File: config.mk
export PLATFORM = sky130hd
export DESIGN_NAME = dreg_pipe_flat
export DESIGN_NICKNAME = d
export VERILOG_FILES = /design/src/rtl/dreg_pipe_pkg.sv /design/src/rtl/dreg_pipe_if.sv /design/src/rtl/dreg_stage.sv /design/src/rtl/dreg_pipe.sv /design/src/flat_wrapper.sv
export SDC_FILE = /design/constraint.sdc
export NUM_CORES = 1
export LEC_CHECK = 0
export CAP_MARGIN = 20
export CELL_PAD_IN_SITES_DETAIL_PLACEMENT = 1
export CELL_PAD_IN_SITES_GLOBAL_PLACEMENT = 1
export CORE_MARGIN = 4
export CORE_UTILIZATION = 42
export DETAILED_ROUTE_END_ITERATION = 10
export DONT_BUFFER_PORTS = 1
export GPL_TIMING_DRIVEN = 0
export PLACE_DENSITY_LB_ADDON = 0.1
export REMOVE_ABC_BUFFERS = 1
export SYNTH_ARGS = -nofsm -noshare
export SYNTH_HDL_FRONTEND = slang
export SYNTH_HIERARCHICAL = 1
export SYNTH_SLANG_ARGS = --single-unit
File: constraint.sdc
create_clock -name clk -period 1.75 [get_ports clk]
set_input_delay 0.35 -clock clk [delete_from_list [all_inputs] [get_ports clk]]
set_output_delay 0.35 -clock clk [all_outputs]
set_load 0.02 [all_outputs]
File: src/rtl/dreg_pipe_pkg.sv
// dreg_pipe_pkg: shared definitions for the multi-stage DTI data register.
//   clog2       - ceiling log2, used to size the occupancy counter
//   PASS / SKID - stage mode selectors (pass-through ready / registered ready)
//   stage_state_e - per-stage state of the skid-mode stage machine
package dreg_pipe_pkg;

  localparam int PASS = 0;
  localparam int SKID = 1;

  typedef enum logic [1:0] {
    ST_EMPTY = 2'd0,  // main register invalid
    ST_BUSY  = 2'd1,  // main valid, skid empty
    ST_FULL  = 2'd2   // main and skid both valid, stage not ready
  } stage_state_e;

  function automatic int clog2(input int value);
    int res;
    int rem;
    res = 0;
    rem = value - 1;
    while (rem > 0) begin
      res = res + 1;
      rem = rem >> 1;
    end
    return res;
  endfunction

endpackage

File: src/rtl/dreg_pipe_if.sv
// dreg_pipe_if: one DTI valid/ready channel.
//   valid - producer has a word on data
//   data  - the word, DIN bits
//   ready - consumer can take the word
// Handshake: a word moves on a rising edge where valid && ready. Once valid
// is raised it and data hold until that edge; valid never depends
// combinationally on ready.
//   master modport: drives valid/data, samples ready
//   slave  modport: samples valid/data, drives ready
interface dreg_pipe_if #(
  parameter int DIN = 16
);
  logic           valid;
  logic [DIN-1:0] data;
  logic           ready;

  modport master (output valid, output data, input ready);
  modport slave  (input valid, input data, output ready);
endinterface

File: src/rtl/dreg_stage.sv
// dreg_stage: one register stage of dreg_pipe.
//   clk, rst            - clock, synchronous active-low reset
//   in_valid/in_data    - upstream word
//   in_ready            - stage accepts the upstream word this cycle
//   out_valid/out_data  - word presented downstream
//   out_ready           - downstream accepts the word
//   state_dbg           - stage state (EMPTY/BUSY/FULL encoding)
// SKID=PASS: single register, ready is combinational from downstream.
// SKID=SKID: main + skid register under a 3-state machine, ready is a flop.
// INIT/INIT_VALID set the reset contents (the top enables INIT_VALID only on
// the output stage).
module dreg_stage
  import dreg_pipe_pkg::*;
#(
  parameter int             DIN        = 16,
  parameter int             SKID       = 0,
  parameter logic [DIN-1:0] INIT       = '0,
  parameter bit             INIT_VALID = 1'b0
) (
  input  logic           clk,
  input  logic           rst,
  input  logic           in_valid,
  input  logic [DIN-1:0] in_data,
  output logic           in_ready,
  output logic           out_valid,
  output logic [DIN-1:0] out_data,
  input  logic           out_ready,
  output logic [1:0]     state_dbg
);

  if (SKID == dreg_pipe_pkg::SKID) begin : g_skid
    stage_state_e   state_q;
    stage_state_e   state_d;
    logic [DIN-1:0] main_q;
    logic [DIN-1:0] skid_q;
    logic           ready_q;
    logic           in_hs;
    logic           out_hs;
    logic           load_main_in;
    logic           load_main_skid;
    logic           load_skid;

    assign in_hs  = in_valid && ready_q;
    assign out_hs = (state_q != ST_EMPTY) && out_ready;

    always_comb begin
      state_d        = state_q;
      load_main_in   = 1'b0;
      load_main_skid = 1'b0;
      load_skid      = 1'b0;
      case (state_q)
        ST_EMPTY: begin
          if (in_hs) begin
            load_main_in = 1'b1;
            state_d      = ST_BUSY;
          end
        end
        ST_BUSY: begin
          if (in_hs && out_hs) begin
            load_main_in = 1'b1;
          end else if (in_hs) begin
            load_skid = 1'b1;
            state_d   = ST_FULL;
          end else if (out_hs) begin
            state_d = ST_EMPTY;
          end
        end
        ST_FULL: begin
          // ready_q is low here, so no new word can arrive alongside.
          if (out_hs) begin
            load_main_skid = 1'b1;
            state_d        = ST_BUSY;
          end
        end
        default: state_d = ST_EMPTY;
      endcase
    end

    always_ff @(posedge clk) begin
      if (!rst) begin
        state_q <= INIT_VALID ? ST_BUSY : ST_EMPTY;
        ready_q <= 1'b1;
        main_q  <= INIT;
      end else begin
        state_q <= state_d;
        // Registered copy of (state != FULL): tracks state exactly but is a
        // pure flop, so upstream never sees a path from out_ready.
        ready_q <= (state_d != ST_FULL);
        if (load_main_in) begin
          main_q <= in_data;
        end else if (load_main_skid) begin
          main_q <= skid_q;
        end
      end
    end

    // Skid contents are only meaningful in FULL, so no reset is needed.
    always_ff @(posedge clk) begin
      if (load_skid) begin
        skid_q <= in_data;
      end
    end

    assign in_ready  = ready_q;
    assign out_valid = (state_q != ST_EMPTY);
    assign out_data  = main_q;
    assign state_dbg = state_q;

  end else begin : g_pass
    logic           valid_q;
    logic [DIN-1:0] data_q;

    // An empty stage is always ready, which collapses bubbles.
    assign in_ready = !valid_q || out_ready;

    always_ff @(posedge clk) begin
      if (!rst) begin
        valid_q <= INIT_VALID;
        data_q  <= INIT;
      end else if (in_ready) begin
        valid_q <= in_valid;
        if (in_valid) begin
          data_q <= in_data;
        end
      end
    end

    assign out_valid = valid_q;
    assign out_data  = data_q;
    assign state_dbg = valid_q ? ST_BUSY : ST_EMPTY;
  end

endmodule

File: src/rtl/dreg_pipe.sv
// dreg_pipe: DEPTH chained DTI register stages with an occupancy counter.
//   clk, rst    - clock, synchronous active-low reset
//   din         - producer channel (slave side)
//   dout        - consumer channel (master side)
//   count       - number of valid words held (0 .. capacity)
//   stage_state - per-stage state, 2 bits per stage, stage 0 in [1:0]
// SKID=PASS: capacity DEPTH, din.ready combinational from dout.ready.
// SKID=SKID: capacity 2*DEPTH, din.ready is a flop output.
module dreg_pipe
  import dreg_pipe_pkg::*;
#(
  parameter int             DIN        = 16,
  parameter int             DEPTH      = 1,
  parameter int             SKID       = 0,
  parameter logic [DIN-1:0] INIT       = '0,
  parameter bit             INIT_VALID = 1'b0,
  localparam int            CNT_W      = clog2(2 * DEPTH + 1)
) (
  input  logic               clk,
  input  logic               rst,
  dreg_pipe_if.slave         din,
  dreg_pipe_if.master        dout,
  output logic [CNT_W-1:0]   count,
  output logic [2*DEPTH-1:0] stage_state
);

  // Each generate scope owns its own link signals; neighbours are reached by
  // index so the pass-through ready chain is a plain wire chain.
  for (genvar k = 0; k < DEPTH; k++) begin : g_stage
    logic           up_valid;
    logic [DIN-1:0] up_data;
    logic           i_ready;
    logic           o_valid;
    logic [DIN-1:0] o_data;
    logic           dn_ready;
    logic [1:0]     st_dbg;

    if (k == 0) begin : g_first
      assign up_valid  = din.valid;
      assign up_data   = din.data;
      assign din.ready = i_ready;
    end else begin : g_link
      assign up_valid = g_stage[k-1].o_valid;
      assign up_data  = g_stage[k-1].o_data;
    end

    if (k == DEPTH - 1) begin : g_last
      assign dn_ready   = dout.ready;
      assign dout.valid = o_valid;
      assign dout.data  = o_data;
    end else begin : g_inner
      assign dn_ready = g_stage[k+1].i_ready;
    end

    dreg_stage #(
      .DIN        (DIN),
      .SKID       (SKID),
      .INIT       (INIT),
      .INIT_VALID ((k == DEPTH - 1) ? INIT_VALID : 1'b0)
    ) u_stage (
      .clk       (clk),
      .rst       (rst),
      .in_valid  (up_valid),
      .in_data   (up_data),
      .in_ready  (i_ready),
      .out_valid (o_valid),
      .out_data  (o_data),
      .out_ready (dn_ready),
      .state_dbg (st_dbg)
    );

    assign stage_state[2*k +: 2] = st_dbg;
  end

  logic in_hs;
  logic out_hs;

  assign in_hs  = din.valid && din.ready;
  assign out_hs = dout.valid && dout.ready;

  always_ff @(posedge clk) begin
    if (!rst) begin
      count <= CNT_W'(INIT_VALID);
    end else if (in_hs && !out_hs) begin
      count <= count + 1'b1;
    end else if (!in_hs && out_hs) begin
      count <= count - 1'b1;
    end
  end

endmodule

File: src/flat_wrapper.sv
// flat-port wrapper written by rule: the top's interface ports become plain ports
module dreg_pipe_flat import dreg_pipe_pkg::*;
#(
  parameter int             DIN        = 16,
  parameter int             DEPTH      = 1,
  parameter int             SKID       = 0,
  parameter logic [DIN-1:0] INIT       = '0,
  parameter bit             INIT_VALID = 1'b0,
  localparam int            CNT_W      = clog2(2 * DEPTH + 1)
)
  (clk, rst, count, stage_state, din_valid, din_data, din_ready, dout_valid, dout_data, dout_ready);
  dreg_pipe_if #(.DIN(DIN)) din_i ();
  dreg_pipe_if #(.DIN(DIN)) dout_i ();
  input  logic clk;
  input  logic rst;
  output logic [CNT_W-1:0] count;
  output logic [2*DEPTH-1:0] stage_state;
  input wire logic [$bits(din_i.valid)-1:0] din_valid;
  input wire logic [$bits(din_i.data)-1:0] din_data;
  output wire logic [$bits(din_i.ready)-1:0] din_ready;
  output wire logic [$bits(dout_i.valid)-1:0] dout_valid;
  output wire logic [$bits(dout_i.data)-1:0] dout_data;
  input wire logic [$bits(dout_i.ready)-1:0] dout_ready;
  assign din_i.valid = din_valid;
  assign din_i.data = din_data;
  assign din_ready = din_i.ready;
  assign dout_valid = dout_i.valid;
  assign dout_data = dout_i.data;
  assign dout_i.ready = dout_ready;
  dreg_pipe #(.DIN(DIN), .DEPTH(DEPTH), .SKID(SKID), .INIT(INIT), .INIT_VALID(INIT_VALID)) u_core (.clk(clk), .rst(rst), .din(din_i), .dout(dout_i), .count(count), .stage_state(stage_state));
endmodule
== Yosys cells after proc, flatten, opt, wreduce, memory -nomap -nowiden ==
Cells that the tools add are included.
Storage, ports and cells
  register bits: 19
  bits in latches: 0
  bits in writable memories: 0
  memory bits (read-only): 0
  input bits: 20
  output and inout port bits: 22
  word-level logic and storage cells: 18
  memories kept: 0
Operators by class
  add/sub/neg operators: 2
  multiply operators: 0
  div/mod/pow operators: 0
  magnitude comparators: 0
  eq/ne operators: 0
  shift-type cells: 0
  mux-type cells: 3
  bitwise logic cells: 0
  reductions and logical operators: 10
Operator list (count)
  1-bit logical AND: 4
  2-bit 2-to-1 mux: 2
  1-bit logical NOT: 3
  2-bit by 1-bit adder with 2-bit output, second input constant: 1
  2-bit AND reduction: 1
  2-bit nonzero test: 1
  2-bit by 1-bit subtractor with 2-bit output, second input constant: 1
  1-bit logical OR: 1
  1-bit 2-to-1 mux: 1

== Logic depth before layout (Yosys ltp) ==
  depth after elaboration: 7
  depth in mapped cells: 6
  gate-level depth less buffers: 6

== Modules after synthesis ==
Netlist, hierarchy kept.
Modules (own cells, without submodules)
  dreg_stage: instances 1, cells each 78, area an instance 721.9 um2, sequential area each 340.3 um2
  dreg_pipe: instances 1, cells each 11, area an instance 105.1 um2, sequential area each 40.0 um2

== Least setup slack after synthesis ==
OpenSTA, ideal clock, no wires.
  path type: flip-flop to flip-flop
  from: register u_core.g_stage[0].u_stage.g_pass.valid_q
  to: register u_core.count[1]
  setup time: 0.070 ns
  arrival: 1.572 ns
  required time: 1.680 ns
  path slack: 0.108 ns
  stages on the path, launching flop included: 6
  buffers on the path: 0
  clock period less this slack: 1.642 ns
  cell sequence: dfxtp_1 > nand2b_4 > and2_1 > ha_1 > or3_1 > a21boi_1
On the way
  word-level cells in the longest chain between the ends: 6
  elaborated cells on any way between the ends: 10
  classes of those cells: mux: 1; reduce/logical: 9
RTL lines
  start: declaration: RTL line dreg_stage.sv:110  | logic valid_q;
  start signal: assignment: RTL line dreg_stage.sv:121  | valid_q <= in_valid;
  1-bit logical NOT *: RTL line dreg_stage.sv:114  | assign in_ready = !valid_q || out_ready;
  1-bit logical OR *: RTL line dreg_stage.sv:114
  net din_ready: RTL line flat_wrapper.sv:20  | output wire logic [$bits(din_i.ready)-1:0] din_ready;
  1-bit logical AND *: RTL line dreg_pipe.sv:78  | assign in_hs = din.valid && din.ready;
  1-bit logical NOT: RTL line dreg_pipe.sv:86  | end else if (!in_hs && out_hs) begin
  1-bit logical AND: RTL line dreg_pipe.sv:86
  2-bit nonzero test (no source line)
  end signal: assignment: RTL line dreg_pipe.sv:83  | count <= CNT_W'(INIT_VALID);
  end signal: assignment: RTL line dreg_pipe.sv:85  | count <= count + 1'b1;
  end signal: assignment: RTL line dreg_pipe.sv:87  | count <= count - 1'b1;
  end: declaration: RTL line dreg_pipe.sv:23  | output logic [CNT_W-1:0] count,
Mark *: on every way through the listed nets, which the timed path passes. The rest lies on a longest branch.
A chain may end at the register's enable or synchronous reset.

== Worst setup path after layout ==
Same ends and word-level chain as after synthesis.

==> impl_results.rst <==
.. list-table::
   :header-rows: 1

   * - Metric
     - Value
   * - Sequential element share of the synthesized area
     - 0.4599
   * - Highest-count cells in the layout ignoring fill and taps
     - 33 x sky130_fd_sc_hd__nand2_1, 18 x sky130_fd_sc_hd__dfxtp_1, 16 x sky130_fd_sc_hd__mux2i_1
   * - X dimension of the die
     - roughly 52 µm
   * - Yosys warning count
     - 6
   * - Unique masters post-synth
     - 20
   * - Post-layout minimum cycle time
     - ~1.6 ns
   * - Area of the mapped netlist
     - about 830 µm²
   * - Data required, critical path
     - 1.99 ns
   * - Area taken by flip-flops and latches
     - 384.1 µm²
   * - Congestion Overflow GR
     - 0
   * - Number of antenna violations at the first check in global routing
     - 0
   * - Vias in the first global route
     - 535
   * - Crit Path Class
     - reg -> reg
   * - Row count
     - 15
   * - Launching element of the worst setup path
     - u_core/g_stage[0].u_stage/out_valid$_SDFFE_PN0P_
   * - Chip height
     - 52.38 µm
   * - Floorplan Core Area
     - 1802 µm²
   * - Post-detail-place hpwl
     - ~1.1 mm
   * - Synth top area share
     - 0.4599
   * - Max-Cap Viols
     - 0
   * - Inserted Diodes
     - 0
   * - Max incr delay on CP
     - 0.46 ns
   * - Slew Limit Fails
     - 0
   * - Maximum VDD drop
     - around 0.43 mV
   * - Final Net Count
     - between 100 and 150
   * - Total Power Consumption
     - 0.8451 mW
   * - Final estimated routing congestion in global placement
     - 0.6145
   * - Effective utilization at floorplan
     - 0.4590
   * - DRC Markers
     - 0
   * - Wire length of the first global-routing pass
     - around 2.5 mm
   * - Post-Synthesis Cells
     - ~90
   * - Startpoint of the lowest-slack register-to-register path
     - u_core/g_stage[0].u_stage/out_valid$_SDFFE_PN0P_
   * - Final critical-path share of the clock period
     - 0.9241
   * - Clock buffers created by TritonCTS
     - 3
   * - Clock root buffer
     - sky130_fd_sc_hd__clkbuf_4
   * - Startpoint kind of the worst setup timing path
     - flip-flop
   * - Post-synthesis area per instance
     - approximately 9.3 µm²
   * - Standard cell area after detailed placement
     - 794.5 µm²
   * - Total routed wirelength
     - 1.542 mm
   * - Sequence of cells on the critical path
     - nand2b_4 > and2_1 > ha_1 > or3_1 > a21boi_1
   * - Final worst hold slack
     - around 0.16 ns
   * - Hold_sp
     - din_valid
   * - Ratio of total power to cell area
     - roughly 1000 nW/µm²
   * - Run status
     - finished clean
   * - Critical path capture point type
     - flip-flop
   * - Highest-delay cell along the critical path
     - sky130_fd_sc_hd__dfxtp_4
   * - H-tree depth reported by CTS
     - 1
   * - Layout Area Growth over Synthesis
     - 0.1513%
   * - CTS tree
     - done
   * - Proportion of layout cells with a drive suffix above 1
     - 0.08235
   * - Worst Path Arrival
     - 1.86 ns
   * - Ports placed on the boundary
     - 42
   * - Sink Count
     - 19
   * - Detailed Routing Iterations Pass 1
     - 2
   * - Unrepaired setup endpoints after global routing
     - no
   * - Clock Latency Late Sink
     - approximately 0.3 ns
   * - Worst min-delay path category
     - in -> reg
   * - Setup-failing EPs final
     - 0
   * - Design Area, Final
     - 828.3 µm²
   * - Maximum number of pins on one net before global-route repair
     - 36
   * - Via/cell ratio
     - about 4.9
   * - Max Buffers Root-to-Sink
     - 2
   * - Ranking of synthesized cells by area
     - sky130_fd_sc_hd__dfxtp_1 46%, sky130_fd_sc_hd__mux2i_1 19%, sky130_fd_sc_hd__nand2_1 15%
   * - Die Area
     - around 2700 µm²
   * - Setup Skew
     - 0.007784 ns
   * - Number of vias in the routed layout
     - 544
   * - CTS Hold Buffers Added
     - 0
   * - Commonest non-fill, non-tap cell in the layout
     - sky130_fd_sc_hd__nand2_1
   * - Port-buffer cells
     - 0
   * - Multi-input gate area
     - roughly 380 µm²
   * - Fmax
     - roughly 600 MHz
   * - Cell taking the most area after synthesis
     - sky130_fd_sc_hd__dfxtp_1
   * - Number of failing hold endpoints at the final stage
     - 0
   * - Top fanout value on the critical path
     - 4
   * - Routed wirelength normalized by instance count
     - approximately 14 µm
   * - Leak Pwr
     - about 0.36 nW
   * - Number of storage elements in the synthesis netlist
     - 19
   * - Global-route usage over all layers
     - 0.1262
   * - Violation count after the first detailed-route iteration
     - 2
   * - Routed Antenna Nets
     - 0
   * - Setup repair bufs after CTS
     - 0
   * - Clock transition time at the flip-flop clock pins of the worst setup and hold paths
     - 0.12 ns
   * - Fill cell count
     - roughly 220
-- report_power, final --
group / total [mW] / switching [mW] / internal (mW) / leakage (nW)
clock network: 0.228 / 0.141 / 0.0870 / 0.0139
registers: 0.534 / 0.0681 / 0.465 / 0.157
logic: 0.0835 / 0.0402 / 0.0433 / 0.186
-- registers in the layout (all words and copies together) (netlist names) --
name                              flops
u_core/g_stage.u_stage/out_data      16
u_core/count                          2
u_core/g_stage.u_stage/out_valid      1
-- final cells by class --
| class | instances | area share |
|---|---|---|
| clock buffer | 3 | 0.02719 |
| multi-input combinational | 61 | 0.4577 |
| clock inverter | 1 | 0.009063 |
| sequential | 19 | 0.4637 |
| inverter | 1 | 0.004532 |
| tap | 25 | 0.03776 |
-- critical path, delay by kind of cell (launching register included) --
kind / cells / cell delay, ns
and+or+nand+nor: 3 / 0.64
DFF: 1 / 0.46
adders and majority gates: 1 / 0.33
AOI/OAI and AO/OA: 1 / 0.13
-- cells by family after synthesis --
family,count (synthesis),synth area share
compound gates,3,0.02421
xor+xnor,2,0.02118
fa+ha+maj,1,0.01513
buf+inv,9,0.08169
flops,19,0.4599
mux,16,0.1936
other cells,1,0.004534
simple gates,38,0.1997
-- synthesized netlist by cell type --
master / n
sky130_fd_sc_hd__a21boi_0: 1
sky130_fd_sc_hd__a21boi_1: 1
sky130_fd_sc_hd__and2_1: 2
sky130_fd_sc_hd__and2_4: 1
sky130_fd_sc_hd__buf_12: 1
sky130_fd_sc_hd__buf_2: 2
sky130_fd_sc_hd__buf_4: 2
sky130_fd_sc_hd__buf_6: 1
sky130_fd_sc_hd__clkbuf_1: 2
sky130_fd_sc_hd__conb_1: 1
sky130_fd_sc_hd__dfxtp_1: 19
sky130_fd_sc_hd__ha_1: 1
sky130_fd_sc_hd__inv_1: 1
sky130_fd_sc_hd__mux2i_1: 16
sky130_fd_sc_hd__nand2_1: 33
sky130_fd_sc_hd__nand2b_4: 1
sky130_fd_sc_hd__o21ai_0: 1
sky130_fd_sc_hd__or3_1: 1
sky130_fd_sc_hd__xnor2_1: 1
sky130_fd_sc_hd__xor2_1: 1
-- final timing paths --
check	endpoint	slack, ns	depth (start not counted)
worst max-delay path	u_core/count[1]$_SDFFE_PN0P_	0.13	5
worst max register to register	u_core/count[1]$_SDFFE_PN0P_	0.13	5
worst min register to register	u_core/g_stage[0].u_stage/out_data[8]$_SDFFE_PN0P_	0.57	2
worst min-delay path	u_core/g_stage[0].u_stage/out_valid$_SDFFE_PN0P_	0.16	2
-- stage by stage --
step / setup WS, ns / TNS, ns / util / cells
2_1_floorplan: -0.02645 / -0.02645 / - / 81
3_3_place_gp: -0.07843 / -0.07843 / 0.4410 / 106
3_5_place_dp: -0.1147 / -0.1147 / 0.4410 / 106
4_1_cts: 0.03410 / 0 / 0.4583 / 110
5_1_grt: 0.06126 / 0 / 0.4597 / 110
6_report: 0.1329 / 0 / 0.4597 / 110
-- metal layers --
layer / GRT usage / vias up / wire [µm]
met1: 0.1424 / 244 / 629
met5: 0 / - / 0
met3: 0.05413 / 4 / 171
met2: 0.1942 / 27 / 716
li1: - / 269 / -
met4: 0.07660 / 0 / 25
-- what timing repair did --
item	in CTS	in global routing
pin swaps	0	0
resized for setup	1	1
endpoints found under the setup margin	1	1
(Power assumes the default switching activity.)
